`src/rtl/root3_share_sched_if.sv`:
```
// Handshake bundle for the shared cube-root scheduler: input triple, output triple, core link.
// Latency: none (wiring only).
// Backpressure: valid/ready on both triple streams; the core link has no flow control.
//
// Ports of modport master (scheduler side):
//   in:  in_valid, in_a/b/c, out_ready, core_y
//   out: in_ready, out_valid, out_a/b/c, core_x
// Modport slave is the mirror image (source/sink/core side).
interface root3_share_sched_if #(
  parameter int DSIZE = 16
);
  logic             in_valid;
  logic             in_ready;
  logic [DSIZE-1:0] in_a;
  logic [DSIZE-1:0] in_b;
  logic [DSIZE-1:0] in_c;
  logic [DSIZE-1:0] core_x;
  logic [DSIZE-1:0] core_y;
  logic             out_valid;
  logic             out_ready;
  logic [DSIZE-1:0] out_a;
  logic [DSIZE-1:0] out_b;
  logic [DSIZE-1:0] out_c;

  modport master (
    input  in_valid, in_a, in_b, in_c, core_y, out_ready,
    output in_ready, core_x, out_valid, out_a, out_b, out_c
  );

  modport slave (
    output in_valid, in_a, in_b, in_c, core_y, out_ready,
    input  in_ready, core_x, out_valid, out_a, out_b, out_c
  );
endinterface

```
`src/rtl/root3_share_sched.sv`:
```
// Shares one free-running LAT-cycle cube-root core across the three channels of a pixel.
// Latency: accept in cycle T -> out_valid in cycle T+LAT+4 when the output register is free.
// Backpressure: at most 2 triples in flight (output register + collector); in_ready drops
//   until a pop, combinationally re-opened by out_valid & out_ready.
//
// Ports:
//   clk, rst      : rising-edge clock, asynchronous active-high reset
//   io_bus        : root3_share_sched_if.master (input triple, output triple, core_x/core_y)
//   o_done_cnt    : saturating completed-triple counter, only when ROOT3_SCHED_CNT_EN is defined
// Optional feature macro: ROOT3_SCHED_CNT_EN
module root3_share_sched #(
  parameter int DSIZE = 16,
  parameter int LAT   = 3
) (
  input  logic                  clk,
  input  logic                  rst,
  root3_share_sched_if.master   io_bus
`ifdef ROOT3_SCHED_CNT_EN
  ,
  output logic [15:0]           o_done_cnt
`endif
);

  typedef enum logic [1:0] {IDLE, ISS_A, ISS_B, ISS_C} state_t;

  typedef struct packed {
    logic       tv;
    logic [1:0] idx;
  } tag_t;

  state_t           r_state;
  logic [DSIZE-1:0] r_b;
  logic [DSIZE-1:0] r_c;
  logic [DSIZE-1:0] r_core_x;
  tag_t             r_tag [LAT];
  logic [1:0]       r_cred;
  logic [DSIZE-1:0] r_coll_a;
  logic [DSIZE-1:0] r_coll_b;
  logic [DSIZE-1:0] r_coll_c;
  logic             r_coll_full;
  logic             r_out_valid;
  logic [DSIZE-1:0] r_out_a;
  logic [DSIZE-1:0] r_out_b;
  logic [DSIZE-1:0] r_out_c;

  logic w_in_ready;
  logic w_hs_in;
  logic w_hs_out;
  tag_t w_tag_in;
  tag_t w_tag_out;

  assign w_hs_out   = r_out_valid & io_bus.out_ready;
  // Popping this cycle frees a credit, so a new triple may enter in the same cycle.
  assign w_in_ready = ((r_state == IDLE) || (r_state == ISS_C)) &&
                      ((r_cred < 2'd2) || w_hs_out) && !rst;
  assign w_hs_in    = io_bus.in_valid & w_in_ready;
  assign w_tag_out  = r_tag[LAT-1];

  // Tag entering the pipe describes the sample currently on core_x.
  always_comb begin
    w_tag_in = '0;
    case (r_state)
      ISS_A:   w_tag_in = '{tv: 1'b1, idx: 2'd0};
      ISS_B:   w_tag_in = '{tv: 1'b1, idx: 2'd1};
      ISS_C:   w_tag_in = '{tv: 1'b1, idx: 2'd2};
      default: w_tag_in = '0;
    endcase
  end

  // Issue FSM; core_x is registered alongside the next state so it matches the state it is in.
  // Channel a goes straight from the input to core_x, so only b and c need holding.
  always_ff @(posedge clk or posedge rst) begin
    if (rst) begin
      r_state  <= IDLE;
      r_b      <= '0;
      r_c      <= '0;
      r_core_x <= '0;
    end else begin
      case (r_state)
        IDLE, ISS_C: begin
          if (w_hs_in) begin
            r_state  <= ISS_A;
            r_b      <= io_bus.in_b;
            r_c      <= io_bus.in_c;
            r_core_x <= io_bus.in_a;
          end else begin
            r_state  <= IDLE;
            r_core_x <= '0;
          end
        end
        ISS_A: begin
          r_state  <= ISS_B;
          r_core_x <= r_b;
        end
        ISS_B: begin
          r_state  <= ISS_C;
          r_core_x <= r_c;
        end
      endcase
    end
  end

  // Tag pipe mirrors the core latency so each core_y arrives with its channel index.
  always_ff @(posedge clk or posedge rst) begin
    if (rst) begin
      for (int i = 0; i < LAT; i++) r_tag[i] <= '0;
    end else begin
      r_tag[0] <= w_tag_in;
      for (int i = 1; i < LAT; i++) r_tag[i] <= r_tag[i-1];
    end
  end

  always_ff @(posedge clk or posedge rst) begin
    if (rst) begin
      r_cred <= '0;
    end else begin
      case ({w_hs_in, w_hs_out})
        2'b10:   r_cred <= r_cred + 2'd1;
        2'b01:   r_cred <= r_cred - 2'd1;
        default: r_cred <= r_cred;
      endcase
    end
  end

  // Collector and output register. The credit limit guarantees a completion never
  // meets a full collector, so completion and collector drain are mutually exclusive.
  always_ff @(posedge clk or posedge rst) begin
    if (rst) begin
      r_coll_a    <= '0;
      r_coll_b    <= '0;
      r_coll_c    <= '0;
      r_coll_full <= 1'b0;
      r_out_valid <= 1'b0;
      r_out_a     <= '0;
      r_out_b     <= '0;
      r_out_c     <= '0;
    end else begin
      if (w_tag_out.tv && (w_tag_out.idx == 2'd0)) r_coll_a <= io_bus.core_y;
      if (w_tag_out.tv && (w_tag_out.idx == 2'd1)) r_coll_b <= io_bus.core_y;

      if (w_tag_out.tv && (w_tag_out.idx == 2'd2)) begin
        if (!r_out_valid || w_hs_out) begin
          // Slot c bypasses the collector so the output loads with no bubble.
          r_out_valid <= 1'b1;
          r_out_a     <= r_coll_a;
          r_out_b     <= r_coll_b;
          r_out_c     <= io_bus.core_y;
        end else begin
          r_coll_c    <= io_bus.core_y;
          r_coll_full <= 1'b1;
        end
      end else if (w_hs_out) begin
        if (r_coll_full) begin
          r_out_a     <= r_coll_a;
          r_out_b     <= r_coll_b;
          r_out_c     <= r_coll_c;
          r_coll_full <= 1'b0;
        end else begin
          r_out_valid <= 1'b0;
        end
      end
    end
  end

  assign io_bus.in_ready  = w_in_ready;
  assign io_bus.core_x    = r_core_x;
  assign io_bus.out_valid = r_out_valid;
  assign io_bus.out_a     = r_out_a;
  assign io_bus.out_b     = r_out_b;
  assign io_bus.out_c     = r_out_c;

`ifdef ROOT3_SCHED_CNT_EN
  logic [15:0] r_done_cnt;

  always_ff @(posedge clk or posedge rst) begin
    if (rst) begin
      r_done_cnt <= '0;
    end else if (w_hs_out && (r_done_cnt != 16'hFFFF)) begin
      r_done_cnt <= r_done_cnt + 16'd1;
    end
  end

  assign o_done_cnt = r_done_cnt;
`endif

endmodule

```
`src/flat_wrapper.sv`:
```
// flat-port wrapper written by rule: the top's interface ports become plain ports
module root3_share_sched_flat 
#(
  parameter int DSIZE = 16,
  parameter int LAT   = 3
)
  (clk, rst, io_bus_in_valid, io_bus_in_a, io_bus_in_b, io_bus_in_c, io_bus_core_y, io_bus_out_ready, io_bus_in_ready, io_bus_core_x, io_bus_out_valid, io_bus_out_a, io_bus_out_b, io_bus_out_c);
  root3_share_sched_if #(.DSIZE(DSIZE)) io_bus_i ();
  input  logic clk;
  input  logic rst;
  input wire logic [$bits(io_bus_i.in_valid)-1:0] io_bus_in_valid;
  input wire logic [$bits(io_bus_i.in_a)-1:0] io_bus_in_a;
  input wire logic [$bits(io_bus_i.in_b)-1:0] io_bus_in_b;
  input wire logic [$bits(io_bus_i.in_c)-1:0] io_bus_in_c;
  input wire logic [$bits(io_bus_i.core_y)-1:0] io_bus_core_y;
  input wire logic [$bits(io_bus_i.out_ready)-1:0] io_bus_out_ready;
  output wire logic [$bits(io_bus_i.in_ready)-1:0] io_bus_in_ready;
  output wire logic [$bits(io_bus_i.core_x)-1:0] io_bus_core_x;
  output wire logic [$bits(io_bus_i.out_valid)-1:0] io_bus_out_valid;
  output wire logic [$bits(io_bus_i.out_a)-1:0] io_bus_out_a;
  output wire logic [$bits(io_bus_i.out_b)-1:0] io_bus_out_b;
  output wire logic [$bits(io_bus_i.out_c)-1:0] io_bus_out_c;
  assign io_bus_i.in_valid = io_bus_in_valid;
  assign io_bus_i.in_a = io_bus_in_a;
  assign io_bus_i.in_b = io_bus_in_b;
  assign io_bus_i.in_c = io_bus_in_c;
  assign io_bus_i.core_y = io_bus_core_y;
  assign io_bus_i.out_ready = io_bus_out_ready;
  assign io_bus_in_ready = io_bus_i.in_ready;
  assign io_bus_core_x = io_bus_i.core_x;
  assign io_bus_out_valid = io_bus_i.out_valid;
  assign io_bus_out_a = io_bus_i.out_a;
  assign io_bus_out_b = io_bus_i.out_b;
  assign io_bus_out_c = io_bus_i.out_c;
  root3_share_sched #(.DSIZE(DSIZE), .LAT(LAT)) u_core (.clk(clk), .rst(rst), .io_bus(io_bus_i));
endmodule
```
`config.mk`:
```
export PLATFORM = sky130hd
export DESIGN_NAME = root3_share_sched_flat
export DESIGN_NICKNAME = d
export VERILOG_FILES = /design/src/rtl/root3_share_sched_if.sv /design/src/rtl/root3_share_sched.sv /design/src/flat_wrapper.sv
export SDC_FILE = /design/constraint.sdc
export NUM_CORES = 1
export LEC_CHECK = 0
export CAP_MARGIN = 20
export CORE_MARGIN = 3
export CORE_UTILIZATION = 54
export DETAILED_ROUTE_END_ITERATION = 8
export GPL_ROUTABILITY_DRIVEN = 0
export PLACE_DENSITY = 0.83
export SLEW_MARGIN = 40
export SYNTH_ARGS = -nofsm -noshare
export SYNTH_HDL_FRONTEND = slang
export SYNTH_SLANG_ARGS = --single-unit
```
`constraint.sdc`:
```
create_clock -name clk -period 12.9 [get_ports clk]
set_input_delay 2.58 -clock clk [delete_from_list [all_inputs] [get_ports clk]]
set_output_delay 2.58 -clock clk [all_outputs]
set_load 0.01 [all_outputs]
```
[Word level (Yosys, flattened, before mapping)]
Index checks and enable logic that the tools add are counted.
Cells by class
  add/subtract/negate cells: 2
  magnitude comparators: 1
  equal/unequal tests: 10
  muxes and demuxes: 25
  bitwise operators: 3
  reduce and logical (&&, ||, !) cells: 21
Operator list (count)
  16-bit 2-to-1 mux: 13
  16-bit one-hot mux with 3 select lines: 1
  3-bit one-hot mux with 3 select lines: 1
  2-bit equality test (second input constant): 4
  1-bit 2-to-1 mux: 8
  2-bit by 1-bit equality test with 1-bit output (second input constant): 3
  2-bit != test (second input constant): 3
  2-bit one-hot mux with 3 select lines: 1
  2-bit AND reduction: 3
  3-bit AND reduction: 2
  2-bit nonzero test: 3
  1-bit logical AND: 5
  2-bit logical NOT: 2
  2-bit one-hot mux with 2 select lines: 1
  1-bit logical OR: 3
  2-bit by 1-bit adder with 2-bit output (second input constant): 1
  1-bit bitwise AND: 2
  1-bit logical NOT: 2
  2-bit less-than comparator (second input constant): 1
  2-bit OR reduction: 1
  2-bit by 1-bit subtractor with 2-bit output (second input constant): 1
  1-bit NOT: 1
Word-level totals
  flip-flop bits (word level): 159
  bits of input ports: 68
  output and inout bits: 66
  logic and storage cells: 81

[Depth between registers and ports, before layout]
  depth in word-level cells: 7
  depth in mapped cells: 9
  gate-level depth less buffers: 8

[Worst setup path before layout]
Ideal clock, no wire load.
  kind: input -> output
  start point: input io_bus_out_ready
  end point: output io_bus_in_ready
  data arrival time: 3031 ps
  data required time: 10320 ps
  path slack: 7289 ps
  stages on the path: 2
  path buffers: 0
  cells stage by stage: nand2_2 > a211oi_1
Between the ends
  word-level cells in the longest chain between the ends: 4
Ends and longest elaborated chain
  start, declared: line flat_wrapper.sv:16  | input wire logic [$bits(io_bus_i.out_ready)-1:0] io_bus_out_ready;
  1-bit bitwise AND: line root3_share_sched.sv:52  | assign w_hs_out = r_out_valid & io_bus.out_ready;
  1-bit logical OR: line root3_share_sched.sv:55  | ((r_cred < 2'd2) || w_hs_out) && !rst;
  1-bit logical AND: line root3_share_sched.sv:54  | assign w_in_ready = ((r_state == IDLE) || (r_state == ISS_C)) &&
  1-bit logical AND: line root3_share_sched.sv:55
  end, declared: line flat_wrapper.sv:17  | output wire logic [$bits(io_bus_i.in_ready)-1:0] io_bus_in_ready;
Every way passes these cells.

[Worst setup path in the final report]
Same ends and word-level chain as after synthesis.

==> metrics.md <==
| Metric | Value |
|---|---|
| WP data arrival | `~4.2 ns` |
| Port Buf Inserts | `~130` |
| Hold WC Path Type | `reg2reg` |
| Max clock buf depth | `2` |
| Area occupied by multi-input gates | `about 0.0021 mm^2` |
| Share of the synthesized area in the top cell type | `a little under two thirds` |
| Initial Util | `roughly 56%` |
| DR WL/cell | `roughly 18 um` |
| Util after Layout | `74.99%` |
| GRT Residual Overflow | `0` |
| Synth top area cells | `dfrtp_1, mux2_2, a221o_1, and3_1, ha_1` |
| CP Capture Type | `output pin` |
| Avg Inst Size Synth | `around 16 um^2` |
| Logic gate share of total power | `between 30% and 40%` |
| Post-Synth Simple-Gate Area | `2.821%` |
| Io pins | `134` |
| Register area | `a little under 0.004 mm^2` |
| TNS Setup | `0 ns` |
| RSZ-0062 raised after global routing | `no` |
| DRT iter0 DRCs | `around 250` |
| Area Growth Syn to Fin | `32.85%` |
| Sw Share | `27.47%` |
| WP data required | `approximately 10 ns` |
| Post-Place Setup Slack | `6.113 ns` |
| Max cap viols | `0` |
| Die Ht | `between 100 and 150 um` |
| Fraction of layout cells with a size suffix above 1 | `33.52%` |
| Sequential Power Share | `a little over two fifths` |
| Pint | `approximately 1.4 mW` |
| CP cell instances | `clkdlybuf4s50_1 -> nand2_2 -> a211oi_1 -> clkdlybuf4s50_1` |
| Min Tclk post-route | `6.776 ns` |
| Mean number of vias per cell | `~5.4` |
| Die width | `113.6 um` |
| Worst slew margin | `slightly above 50%` |
| Final setup violation count | `0` |
| Global-route wire length before repair | `approximately 20000 um` |
| Clk_lat worst skew | `around 0.42 ns` |
| Psw | `roughly 0.55 mW` |
| Num CTS Buffers | `17` |
| Routed WL | `around 12000 um` |
| CP dominant cell by count | `clkdlybuf4s50_1` |
| Final hold viol count | `0` |
| Cells after Synth | `386` |
| Placed cell areas | `between 0.007 and 0.008 mm^2` |
| Root Driver | `clkbuf_16` |
| Vias in the first global route | `about 4000` |
| Vias | `around 3700` |
| Worst-Margin Slew | `between 0.7 and 0.8 ns` |
| Pwr dens | `~240 mW/mm^2` |
| Post-CTS Setup Bufs | `0` |
| Core area | `0.01108 mm^2` |
| XOR/XNOR Fraction of Synth Area | `less than 1%` |
| Critical Path Fanout Max | `3` |
| Row count | `38` |
| GRT Total Usage | `20.65%` |
| Worst path max stage delay | `roughly 0.6 ns` |
| Post-synthesis compound-gate area fraction | `roughly 3.5%` |
| Seq/Total Area, Yosys | `63.63%` |
| CTS tree | `done` |
| Largest net degree at the start of global routing | `between 80 and 90` |
| Post-Syn Nets | `460` |
| Resized cells post-CTS | `0` |
| Nets | `~600` |
| Multiplexer share of the synthesized area | `25.93%` |
| F_max | `0.1476 GHz` |
| Critical path's slowest cell | `clkdlybuf4s50_1` |
| Slew Limit Fails | `0` |
| Post-synthesis adder-cell area fraction | `1.200%` |
| Largest family of logic cells by synthesized area | `multiplexers` |
| Inserted Diodes | `0` |
| Final ANT Viol Nets | `0` |
| Clk pwr share | `25.2%` |
| Peak supply drop | `~150 uV` |
| Max H-tree Level | `4` |
| Dpl hpwl | `between 8000 and 9000 um` |
| Fillers | `a little under 700` |
| Synth area leader | `dfrtp_1` |
| Antenna violations before repair | `0` |
| Number of remaining DRC errors | `0` |
| Delay-heaviest family, CP | `buffers and inverters` |
| Worst setup SP type | `input pin` |
| Final Cell Area | `0.008308 mm^2` |
| Distinct cell type count after synthesis | `26` |
| Cell Area, Synth | `roughly 0.0063 mm^2` |
| FF+latch count, synth | `between 150 and 200` |
| Worst Path Buf+Inv | `2` |
| CP Class | `in2out` |
| Worst-path clk slew | `0.06 ns` |
| Post-route setup slack | `between 6 and 7 ns` |
| Drt pass-1 iters | `4` |
| Die footprint | `0.01291 mm^2` |
| Outcome | `finished, final reports clean` |
| TritonCTS Sinks | `between 150 and 200` |
| Post-Route Skew | `roughly 0.010 ns` |
| LEAKAGE | `around 3.7 nW` |
| Part of the cycle the worst path needs | `about 53%` |
| Hold Buf Count CTS | `0` |
| Synth warn | `0` |
-- cell type report --
cell class | instances | share of cell area, %
well taps | 140 | 2.108
multi-input cells | 200 | 25.60
clock buffers | 26 | 5.889
flip-flops and latches | 159 | 47.89
inverters | 8 | 0.4217
clock inverters | 6 | 1.265
repair buffers | 141 | 16.82
-- power by group through the flow --
stage | Combinational, mW | Sequential, mW | Clock [mW]
6_report | 0.656 | 0.833 | 0.502
4_1_cts | 0.669 | 0.835 | 0.512
3_3_place_gp | 0.639 | 0.826 | 0
3_5_place_dp | 0.664 | 0.842 | 0
2_1_floorplan | 0.374 | 0.847 | 0
5_1_grt | 0.711 | 0.860 | 0.537
-- sequential cells by signal, indices dropped and copies added, names as in the netlist --
name	cells
u_core.r_coll_a	16
u_core.r_tag	9
u_core.io_bus.out_valid	1
u_core.r_b	16
u_core.r_c	16
u_core.io_bus.core_x	16
u_core.r_coll_full	1
u_core.r_state	2
u_core.io_bus.out_a	16
u_core.r_coll_c	16
u_core.r_coll_b	16
u_core.r_cred	2
u_core.io_bus.out_c	16
u_core.io_bus.out_b	16
-- cell usage in the layout (no fill, tap or decap) --
| master | synthesis | final |
|---|---|---|
| dfrtp_1 | 159 | 159 |
| mux2_2 | 140 | 140 |
| clkdlybuf4s50_1 | 0 | 133 |
| clkbuf_16 | 0 | 17 |
| and3_1 | 16 | 16 |
| a221o_1 | 16 | 16 |
| inv_1 | 8 | 7 |
| buf_4 | 3 | 7 |
| ha_1 | 6 | 6 |
| clkbuf_1 | 4 | 6 |
| mux2_1 | 4 | 4 |
| clkbuf_8 | 0 | 4 |
| bufinv_16 | 0 | 3 |
| clkinv_2 | 0 | 3 |
| nor3b_4 | 1 | 2 |
| nand3b_1 | 2 | 2 |
| nand2_1 | 2 | 2 |
| xnor2_1 | 2 | 2 |
| a22oi_2 | 0 | 1 |
| nand2_2 | 1 | 1 |
| a211oi_1 | 1 | 1 |
| a2111oi_4 | 1 | 1 |
| and2_1 | 1 | 1 |
| or2_2 | 1 | 1 |
| inv_6 | 0 | 1 |
| nor2_1 | 1 | 1 |
| xor2_1 | 1 | 1 |
| o21ai_0 | 1 | 1 |
| a2bb2oi_1 | 1 | 1 |
-- synthesized netlist by cell type --
cell type    n
a22oi_1      1
clkbuf_1     4
ha_1         6
o21ai_0      1
a211oi_1     1
nand3b_1     2
xnor2_1      2
and2_1       1
inv_1        8
buf_2        7
xor2_1       1
mux2_2     140
nand2_1      2
buf_4        3
nor2_1       1
a2bb2oi_1    1
a2111oi_4    1
nand2_2      1
and3_1      16
dfrtp_1    159
mux2_1       4
buf_6        5
nor3b_2      1
or2_2        1
a221o_1     16
nor3b_4      1
-- kinds of logic after synthesis --
group           count (synthesis)
compound gates                 21
buf+inv                        27
mux                           144
xor+xnor                        3
flops                         159
simple gates                   26
fa+ha+maj                       6
-- path summary, 6_finish.rpt --
path                       cells past startpoint               from                     end  slack, ns
max                                            4   io_bus_out_ready         io_bus_in_ready       6.12
min                                            0    u_core.r_tag[4]         u_core.r_tag[1]       0.34
max reg2reg                                    9  u_core.r_state[0]        u_core.r_cred[1]       9.93
min reg2reg                                    0    u_core.r_tag[4]         u_core.r_tag[1]       0.34
max in group asynchronous                      3                rst  u_core.io_bus.out_a[0]       8.97
min in group asynchronous                      2                rst           u_core.r_c[4]       2.76
-- per-layer routing --
metal | vias up | track usage [%] | routed length, um
li1 | 1672 | - | -
met1 | 1888 | 24.80 | 5021
met2 | 115 | 33.14 | 6068
met3 | 12 | 9.708 | 1124
met4 | 0 | 6.731 | 155
met5 | - | 0 | 0
-- per-stage QoR --
stage | instances | total power [mW] | hold WS [ns]
after global routing | 680 | 2.108 | 0.3525
final | 680 | 1.991 | 0.3446
after global placement | 644 | 1.464 | 0.3317
after detailed placement | 648 | 1.506 | 0.3347
after floorplan | 386 | 1.220 | 0.3312
after CTS | 680 | 2.016 | 0.3473
Note: power is estimated with default switching activity, not from simulation.
